[config.mk]
export PLATFORM = sky130hd
export DESIGN_NAME = cpu_mem_resp_flat
export DESIGN_NICKNAME = d
export VERILOG_FILES = /design/src/rtl/cpu_mem_pkg.sv /design/src/rtl/cpu_mem_resp_if.sv /design/src/rtl/cpu_mem_array.sv /design/src/rtl/cpu_mem_resp.sv /design/src/flat_wrapper.sv
export SDC_FILE = /design/constraint.sdc
export NUM_CORES = 2
export LEC_CHECK = 0
export ABC_AREA = 1
export CAP_MARGIN = 40
export CORE_MARGIN = 4
export CORE_UTILIZATION = 38
export DETAILED_ROUTE_END_ITERATION = 12
export DONT_BUFFER_PORTS = 1
export SYNTH_ARGS = -nofsm -noshare
export SYNTH_HDL_FRONTEND = slang
export SYNTH_SLANG_ARGS = --single-unit
[constraint.sdc]
create_clock -name i_clk -period 8.3 [get_ports i_clk]
set_clock_uncertainty 0.2 [all_clocks]
set_input_delay 0.83 -clock i_clk [delete_from_list [all_inputs] [get_ports i_clk]]
set_output_delay 0.83 -clock i_clk [all_outputs]
set_load 0.05 [all_outputs]
[src/rtl/cpu_mem_pkg.sv]
// cpu_mem_pkg: bus widths, wait-counter width and FSM encoding shared by cpu_mem_resp.
package cpu_mem_pkg;
   localparam int DW = 16;
   localparam int AW = 8;
   localparam int CW = 4;
   localparam logic [1:0] S_IDLE = 2'd0;
   localparam logic [1:0] S_WAIT = 2'd1;
   localparam logic [1:0] S_RESP = 2'd2;
endpackage

[src/rtl/cpu_mem_resp_if.sv]
// cpu_mem_resp_if: CPU request/response bus; the CPU side is master, the responder is slave.
interface cpu_mem_resp_if;
   import cpu_mem_pkg::*;
   logic          req;
   logic          we;
   logic [AW-1:0] addr;
   logic [DW-1:0] wdata;
   logic          ack;
   logic [DW-1:0] rdata;
   logic          busy;
   modport master (output req, we, addr, wdata, input ack, rdata, busy);
   modport slave  (input req, we, addr, wdata, output ack, rdata, busy);
endinterface

[src/rtl/cpu_mem_array.sv]
// cpu_mem_array: DEPTH x 16 storage, synchronous write, combinational read (registered by parent).
// CPU_MEM_RESP_PRELOAD_EN: reset loads mem[i] = {8'h00, i}; otherwise storage has no reset.
module cpu_mem_array
   import cpu_mem_pkg::*;
#(
   parameter int DEPTH = 256
) (
   input  logic          i_clk,
   input  logic          i_rst_n,
   input  logic          i_we,
   input  logic [AW-1:0] i_addr,
   input  logic [DW-1:0] i_wdata,
   output logic [DW-1:0] o_rdata
);
   logic [DW-1:0] r_mem [DEPTH];
`ifdef CPU_MEM_RESP_PRELOAD_EN
   always_ff @(posedge i_clk or negedge i_rst_n)
      if (!i_rst_n)
         for (int i = 0; i < DEPTH; i++) r_mem[i] <= DW'(i[AW-1:0]);
      else if (i_we)
         r_mem[i_addr] <= i_wdata;
`else
   logic w_unused_rst;
   assign w_unused_rst = i_rst_n;
   always_ff @(posedge i_clk)
      if (i_we) r_mem[i_addr] <= i_wdata;
`endif
   assign o_rdata = r_mem[i_addr];
endmodule

[src/rtl/cpu_mem_resp.sv]
// cpu_mem_resp: CPU memory responder inserting WAIT_CYC wait states (IDLE -> WAIT -> RESP).
// CPU_MEM_RESP_PRELOAD_EN enables reset preload of the storage array.
module cpu_mem_resp
   import cpu_mem_pkg::*;
#(
   parameter int WAIT_CYC = 2,
   parameter int DEPTH    = 256
) (
   input logic           i_clk,
   input logic           i_rst_n,
   cpu_mem_resp_if.slave bus
);
   logic [1:0]    r_state;
   logic [CW-1:0] r_cnt;
   logic          r_we;
   logic          r_ack;
   logic [AW-1:0] r_addr;
   logic [DW-1:0] r_wdata;
   logic [DW-1:0] r_rdata;
   logic [DW-1:0] w_mem_rd;
   logic          w_resp;
   assign w_resp = r_state == S_RESP;
   // the access uses only the latched request, so bus changes after sampling are ignored
   cpu_mem_array #(.DEPTH(DEPTH)) u_mem (
      .i_clk   (i_clk),
      .i_rst_n (i_rst_n),
      .i_we    (w_resp && r_we),
      .i_addr  (r_addr),
      .i_wdata (r_wdata),
      .o_rdata (w_mem_rd)
   );
   always_ff @(posedge i_clk or negedge i_rst_n)
      if (!i_rst_n) begin
         r_state <= S_IDLE;
         r_cnt   <= '0;
         r_we    <= 1'b0;
         r_addr  <= '0;
         r_wdata <= '0;
         r_ack   <= 1'b0;
         r_rdata <= '0;
      end else begin
         r_ack <= w_resp;
         if (r_state == S_IDLE) begin
            if (bus.req) begin
               r_we    <= bus.we;
               r_addr  <= bus.addr;
               r_wdata <= bus.wdata;
               r_cnt   <= CW'(WAIT_CYC);
               r_state <= (WAIT_CYC == 0) ? S_RESP : S_WAIT;
            end
         end else if (r_state == S_WAIT) begin
            r_cnt <= r_cnt - 1'b1;
            if (r_cnt <= CW'(1)) r_state <= S_RESP;
         end else begin
            if (!r_we) r_rdata <= w_mem_rd;
            r_state <= S_IDLE;
         end
      end
   assign bus.ack   = r_ack;
   assign bus.rdata = r_rdata;
   assign bus.busy  = r_state != S_IDLE;
endmodule

[src/flat_wrapper.sv]
// flat-port wrapper written by rule: the top's interface ports become plain ports
module cpu_mem_resp_flat import cpu_mem_pkg::*;
#(
   parameter int WAIT_CYC = 2,
   parameter int DEPTH    = 256
)
  (i_clk, i_rst_n, bus_req, bus_we, bus_addr, bus_wdata, bus_ack, bus_rdata, bus_busy);
  cpu_mem_resp_if bus_i ();
  input logic i_clk;
  input logic i_rst_n;
  input wire logic [$bits(bus_i.req)-1:0] bus_req;
  input wire logic [$bits(bus_i.we)-1:0] bus_we;
  input wire logic [$bits(bus_i.addr)-1:0] bus_addr;
  input wire logic [$bits(bus_i.wdata)-1:0] bus_wdata;
  output wire logic [$bits(bus_i.ack)-1:0] bus_ack;
  output wire logic [$bits(bus_i.rdata)-1:0] bus_rdata;
  output wire logic [$bits(bus_i.busy)-1:0] bus_busy;
  assign bus_i.req = bus_req;
  assign bus_i.we = bus_we;
  assign bus_i.addr = bus_addr;
  assign bus_i.wdata = bus_wdata;
  assign bus_ack = bus_i.ack;
  assign bus_rdata = bus_i.rdata;
  assign bus_busy = bus_i.busy;
  cpu_mem_resp #(.WAIT_CYC(WAIT_CYC), .DEPTH(DEPTH)) u_core (.i_clk(i_clk), .i_rst_n(i_rst_n), .bus(bus_i));
endmodule
# --- Word-level counts from Yosys, hierarchy flattened ---
# Memory sizes are Yosys's and may differ from the RTL's. A register that Yosys moved wholly into a read port is not among the register bits.
# Cells that the tools add are included.
totals:
  out_inout_bits: 18
  register_bits: 32
  in_bits: 28
  ramBits: 4096
  wordCells: 34
  mem_count: 1
op_classes:
  eq_ne: 4
  bitwise_logic: 3
  magnitude_cmp: 1
  mux: 9
  reduce_logical: 9
  add_sub_neg: 1
memory_table:
  columns: ["name", "depth", "width", "read_ports", "rd_clocked_by_memory_dff", "write_ports", "line_no", "text"]
  rows:
  - ["u_core.u_mem.r_mem", 256, 16, 1, 1, 1, "cpu_mem_array.sv:15", "logic [DW-1:0] r_mem [DEPTH];"]
op_table:
  columns: ["operator", "count"]
  rows:
  - ["4-bit 2-to-1 mux", 3]
  - ["2-bit 2-to-1 mux", 4]
  - ["2-bit AND reduction", 3]
  - ["4-bit by 1-bit less-or-equal comparator with 1-bit output, second input constant", 1]
  - ["2-bit nonzero test", 2]
  - ["4-bit by 1-bit subtractor with 4-bit output, second input constant", 1]
  - ["3-bit by 2-bit inequality test with 1-bit output, second input constant", 1]
  - ["1-bit NOT", 3]
  - ["3-bit AND reduction", 1]
  - ["2-bit by 1-bit equality test with 1-bit output, second input constant", 1]
  - ["2-bit equality test, second input constant", 1]
  - ["2-bit logical NOT", 1]
  - ["1-bit 2-to-1 mux", 2]
  - ["2-bit inequality test, second input constant", 1]
  - ["1-bit logical AND", 1]
  - ["1-bit logical NOT", 1]

# --- Logic depth before layout (Yosys ltp) ---
logic_depth:
  word_depth: 4
  mapped_depth: 18
  depth_no_buf: 15

# --- Cells and area by module ---
# A second synthesis with hierarchy kept.
hier_totals:
  cells_unflattened: 15862
  hier_area_um2: 169764.1
by_module_without_submodules:
  columns: ["module", "seq_area_each_um2", "cells_each", "instances", "area_per_inst_um2"]
  rows:
  - ["cpu_mem_array", 122998.0, 15646, 1, 167790.9]
  - ["cpu_mem_resp", 1201.2, 216, 1, 1973.1]

# --- Least setup slack after synthesis ---
# Ideal clock, no wire load.
synth_path:
  path_type: "register to register"
  from: "register u_core.r_wdata[0]"
  to: "memory u_core.u_mem.r_mem[0][0], data pin"
  slack_ns: 4.118
  setup_time_ns: 0.803
  n_path_buf: 0
  arrival_time_ns: 3.179
  stages_incl_launch_ff: 1
  required_ns: 7.297
  period_less_slack_ns: 4.182
  path_cell_list: "dfrtp_1"
synth_lines:
  columns: ["item", "line_no", "text"]
  rows:
  - ["start: declaration", "cpu_mem_resp.sv:18", "logic [DW-1:0] r_wdata;"]
  - ["start signal: assignment", "cpu_mem_resp.sv:47", "r_wdata <= bus.wdata;"]
  - ["end: declaration", "cpu_mem_array.sv:15", null]
# No word-level cell before the write port.

==> impl_metrics.xml <==
<?xml version="1.0" encoding="UTF-8"?>
<metrics>
  <group name="run_status">
    <metric name="run_status" unit="">finished clean</metric>
  </group>
  <group name="detailed_routing">
    <metric name="routed-via-count" unit="">110000</metric>
    <metric name="number_of_detailed_routing_iterations_run_before_antenna_repair" unit="">8</metric>
    <metric name="wl_per_cell" unit="um">23.4</metric>
    <metric name="detail_route.wirelength" unit="um">497000</metric>
    <metric name="final_antenna_net_count" unit="">0</metric>
    <metric name="drt_drc_violations_left" unit="">0</metric>
    <metric name="avgViaCountPerCell" unit="">5.18</metric>
    <metric name="drt_iter0_drc" unit="">12900</metric>
  </group>
  <group name="worst_setup_path">
    <metric name="critical_path.reg2reg.endpoint" unit="">u_core.bus.rdata[11]</metric>
    <metric name="length_in_cells_of_the_worst_reg_to_reg_path" unit="">14</metric>
    <metric name="r2r_start" unit="">u_core.r_addr[1]</metric>
    <metric name="critPathArrivalTime" unit="ns">6.03</metric>
    <metric name="worstSetupStartpointType" unit="">flop</metric>
    <metric name="crit_slowest_cell" unit="">sky130_fd_sc_hd__buf_4</metric>
    <metric name="timing.critical_path.mode_cell" unit="">sky130_fd_sc_hd__nor2_1</metric>
    <metric name="worst-setup-path-type" unit="">flop to flop</metric>
    <metric name="timing.critical_path.required" unit="ns">8.96</metric>
    <metric name="reg2reg_slack" unit="ns">2.92</metric>
    <metric name="timing.critical_path.fanout_max" unit="">123</metric>
    <metric name="cp-end-kind" unit="">flop</metric>
    <metric name="critPathMaxStageDelay" unit="ns">0.79</metric>
    <metric name="crit_path_cell_trace" unit="">buf_4, buf_12, buf_4, a21oi_1, o21ai_0, nand2_1, nor2_1, nor2_1, nor2_1, nand2_1, nand2_1, nand2_1, nor2_1, nor2_1</metric>
  </group>
  <group name="logic_synthesis">
    <metric name="postSynthCellCount" unit="">14900</metric>
    <metric name="synthDistinctLibCells" unit="">29</metric>
    <metric name="synth_top_area_cell" unit="">sky130_fd_sc_hd__edfxtp_1</metric>
    <metric name="netlist_area" unit="mm2">0.167</metric>
    <metric name="syn-mean-instance-area" unit="um2">11.3</metric>
    <metric name="synth_seq_area_share" unit="%">74.2</metric>
    <metric name="synth.top_cell.area_share" unit="%">73.5</metric>
    <metric name="synth_warnings" unit="">0</metric>
    <metric name="cells_taking_the_most_area_after_synthesis" unit="">sky130_fd_sc_hd__edfxtp_1 73%, sky130_fd_sc_hd__nand2_1 17%, sky130_fd_sc_hd__nand3_1 2.2%</metric>
    <metric name="yosys_register_bits" unit="">4144</metric>
    <metric name="synth_fp_nets" unit="">14900</metric>
  </group>
  <group name="global_route">
    <metric name="grt.overflow.total" unit="">0</metric>
    <metric name="global_route_wire_length_before_repair" unit="um">718000</metric>
    <metric name="grt_start_max_net_pins" unit="">153</metric>
    <metric name="groute.usage.overall" unit="%">21.3</metric>
    <metric name="first_global_vias" unit="">102000</metric>
    <metric name="grt_antenna_before_repair" unit="">13</metric>
  </group>
  <group name="final_layout">
    <metric name="filler_cell_count" unit="">40300</metric>
    <metric name="final_nets" unit="">15000</metric>
    <metric name="post_route_cells_drive_above_1_share" unit="%">7.61</metric>
    <metric name="layout_common_cells" unit="">7494 x sky130_fd_sc_hd__nand2_1, 4096 x sky130_fd_sc_hd__edfxtp_1, 889 x sky130_fd_sc_hd__nor2_1, 750 x sky130_fd_sc_hd__nand3_1, 413 x sky130_fd_sc_hd__clkbuf_16</metric>
    <metric name="layout.cells.most_common" unit="">sky130_fd_sc_hd__nand2_1</metric>
    <metric name="final_core_util" unit="%">43.2</metric>
    <metric name="area_growth" unit="%">13.1</metric>
  </group>
  <group name="sta">
    <metric name="setup_tns" unit="ns">0</metric>
    <metric name="timing.final.crit_share" unit="%">64.8</metric>
    <metric name="layout_min_cycle_time" unit="ns">5.38</metric>
    <metric name="finalMaxSlewViolations" unit="">0</metric>
    <metric name="worst-slew-pin-transition" unit="ns">1.26</metric>
    <metric name="setup_repair_after_global_routing_missed_its_margin" unit="">no</metric>
    <metric name="finalHoldViolations" unit="">0</metric>
    <metric name="setup_violations" unit="">0</metric>
    <metric name="fmax" unit="MHz">186</metric>
    <metric name="slew_headroom" unit="%">15.8</metric>
  </group>
  <group name="min_path">
    <metric name="hold-path-endpoint" unit="">u_core.r_addr[1]</metric>
    <metric name="hold_start" unit="">bus_addr[1]</metric>
    <metric name="hold_class" unit="">input pin to flop</metric>
    <metric name="timing.hold.worst_path_depth" unit="">2</metric>
  </group>
  <group name="cts">
    <metric name="tritoncts" unit="">yes</metric>
    <metric name="worstSkewPairLatency" unit="ns">0.97</metric>
    <metric name="cts_post_setup_buffers_inserted" unit="">0</metric>
    <metric name="count_of_clock_tree_sinks" unit="">4144</metric>
    <metric name="ctsRootBufferMaster" unit="">sky130_fd_sc_hd__clkbuf_16</metric>
    <metric name="tritoncts.num_buffers" unit="">411</metric>
    <metric name="ctsLongestPathBuffers" unit="">4</metric>
    <metric name="cts.htree.levels" unit="">5</metric>
    <metric name="clk_pin_slew" unit="ns">0.06</metric>
  </group>
  <group name="floorplan">
    <metric name="floorplan.io_pins" unit="">46</metric>
    <metric name="placementRows" unit="">243</metric>
    <metric name="die_height" unit="um">672</metric>
    <metric name="floorplan.initialDensity" unit="%">38.2</metric>
    <metric name="die_x" unit="um">672</metric>
    <metric name="fp.dieArea" unit="mm2">0.451</metric>
    <metric name="core_area" unit="mm2">0.438</metric>
  </group>
  <group name="power">
    <metric name="p_int" unit="W">0.0417</metric>
    <metric name="swShare" unit="%">39.0</metric>
    <metric name="pwr_density_cell" unit="mW/mm2">361</metric>
    <metric name="share_of_power_burned_in_combinational_logic" unit="%">32.8</metric>
    <metric name="pwr-share-seq" unit="%">40.0</metric>
    <metric name="p_leak" unit="nW">70.7</metric>
    <metric name="clock_network_fraction_of_design_power" unit="%">27.2</metric>
    <metric name="vdd.ir_drop.worst" unit="V">0.000353</metric>
    <metric name="switchingPower" unit="W">0.0267</metric>
  </group>
  <group name="placement">
    <metric name="place_hpwl" unit="um">277000</metric>
    <metric name="gp_congestion" unit="">0.859</metric>
    <metric name="portBuffers" unit="">0</metric>
  </group>
  <group name="run">
    <metric name="cap_violations" unit="">0</metric>
  </group>
</metrics>
[metal layers]
layer / share of wire, % / vias up / track usage, %
met5: 0.0054 / - / 0
met4: 3.7 / 4 / 7.58
met3: 8.1 / 743 / 3.07
met2: 47 / 4762 / 34.2
met1: 41 / 54000 / 29.4
li1: - / 50300 / -
[registers in the layout, indices dropped and copies added (netlist names)]
| register | count |
|---|---|
| u_core.u_mem.r_mem | 4096 |
| u_core.bus.rdata | 16 |
| u_core.r_wdata | 16 |
| u_core.r_addr | 8 |
| u_core.r_cnt | 4 |
| u_core.r_state | 2 |
| u_core.bus.ack | 1 |
| u_core.r_we | 1 |
[worst max path at each step]
| stage | start | to | slack (ns) | cells after the start |
|---|---|---|---|---|
| after CTS | u_core.r_addr[1] | u_core.bus.rdata[11] | 2.99 | 14 |
| final | u_core.r_addr[1] | u_core.bus.rdata[11] | 2.92 | 14 |
| after global placement | u_core.r_addr[0] | u_core.bus.rdata[8] | 2.98 | 17 |
| after detailed placement | u_core.r_addr[1] | u_core.bus.rdata[11] | 2.99 | 14 |
| after floorplan | u_core.r_wdata[0] | u_core.u_mem.r_mem[0][0] | 4.12 | 0 |
| after global routing | u_core.r_addr[1] | u_core.bus.rdata[11] | 2.79 | 14 |
[stage by stage]
step / worst slack [ns] / instances / total power, W / cell area (um2) / hold slack (ns)
finish: 2.92 / 21200 / 0.0684 / 189000 / 0.0647
global route: 2.79 / 21200 / 0.0712 / 189000 / 0.0309
CTS: 2.99 / 21200 / 0.0685 / 189000 / 0.0640
detailed placement: 2.99 / 20400 / 0.0500 / 176000 / 0.257
global placement: 2.98 / 20400 / 0.0498 / 175000 / 0.249
floorplan: 4.12 / 14900 / 0.0407 / 167000 / 0.236
[logic make-up after synthesis]
family / after synthesis / synth area share (%)
xor gates and xnor gates: 1 / 0.00523
adders and majority gates: 2 / 0.0149
DFF: 4144 / 74.2
buffers and inverters: 874 / 2.38
and+or+nand+nor: 9516 / 22.4
AOI/OAI and AO/OA: 303 / 0.912
muxes: 18 / 0.121
[cell usage after synthesis, drive strengths merged]
library cell,number
a21oi,143
a31oi,1
buf,573
clkbuf,233
clkinv,6
dfrtp,48
edfxtp,4096
ha,2
inv,62
mux2,18
nand2,7511
nand3,752
nand4,310
nor2,925
nor3,1
nor4,1
o211ai,2
o21ai,155
o22ai,1
o32ai,1
or2,16
xnor2,1
[power by group through the flow]
stage	Combinational [W]	Clock (W)	Sequential (W)
floorplan	0.0116	0	0.0291
global route	0.0242	0.0197	0.0274
CTS	0.0224	0.0188	0.0273
finish	0.0224	0.0186	0.0273
global placement	0.0218	0	0.0279
detailed placement	0.0222	0	0.0278
[layout make-up]
cell class	count	area [um2]	area share, %
repair buffers	489	4730	2.50
clock buffers	508	10800	5.70
well taps	5880	7360	3.88
inverters	68	278	0.147
clock inverters	244	2550	1.35
multi-input cells	9840	39400	20.8
flip-flops and latches	4144	124000	65.6
diodes	14	35.0	0.0185
[worst max-delay path: cells and delay by family (launching register included)]
| kind | cells | cell delay [ns] |
|---|---|---|
| AND/OR/NAND/NOR | 9 | 1.71 |
| buffers and inverters | 3 | 1.87 |
| AO/OA/AOI/OAI | 2 | 0.45 |
| flip-flops | 1 | 0.76 |
[timing repair]
item | in CTS | in global routing
gates resized for setup | 0 | 0
hold buffers | 26 | 0
hold endpoints to repair | 72 | 0
Note: power is estimated with default switching activity, not from simulation.
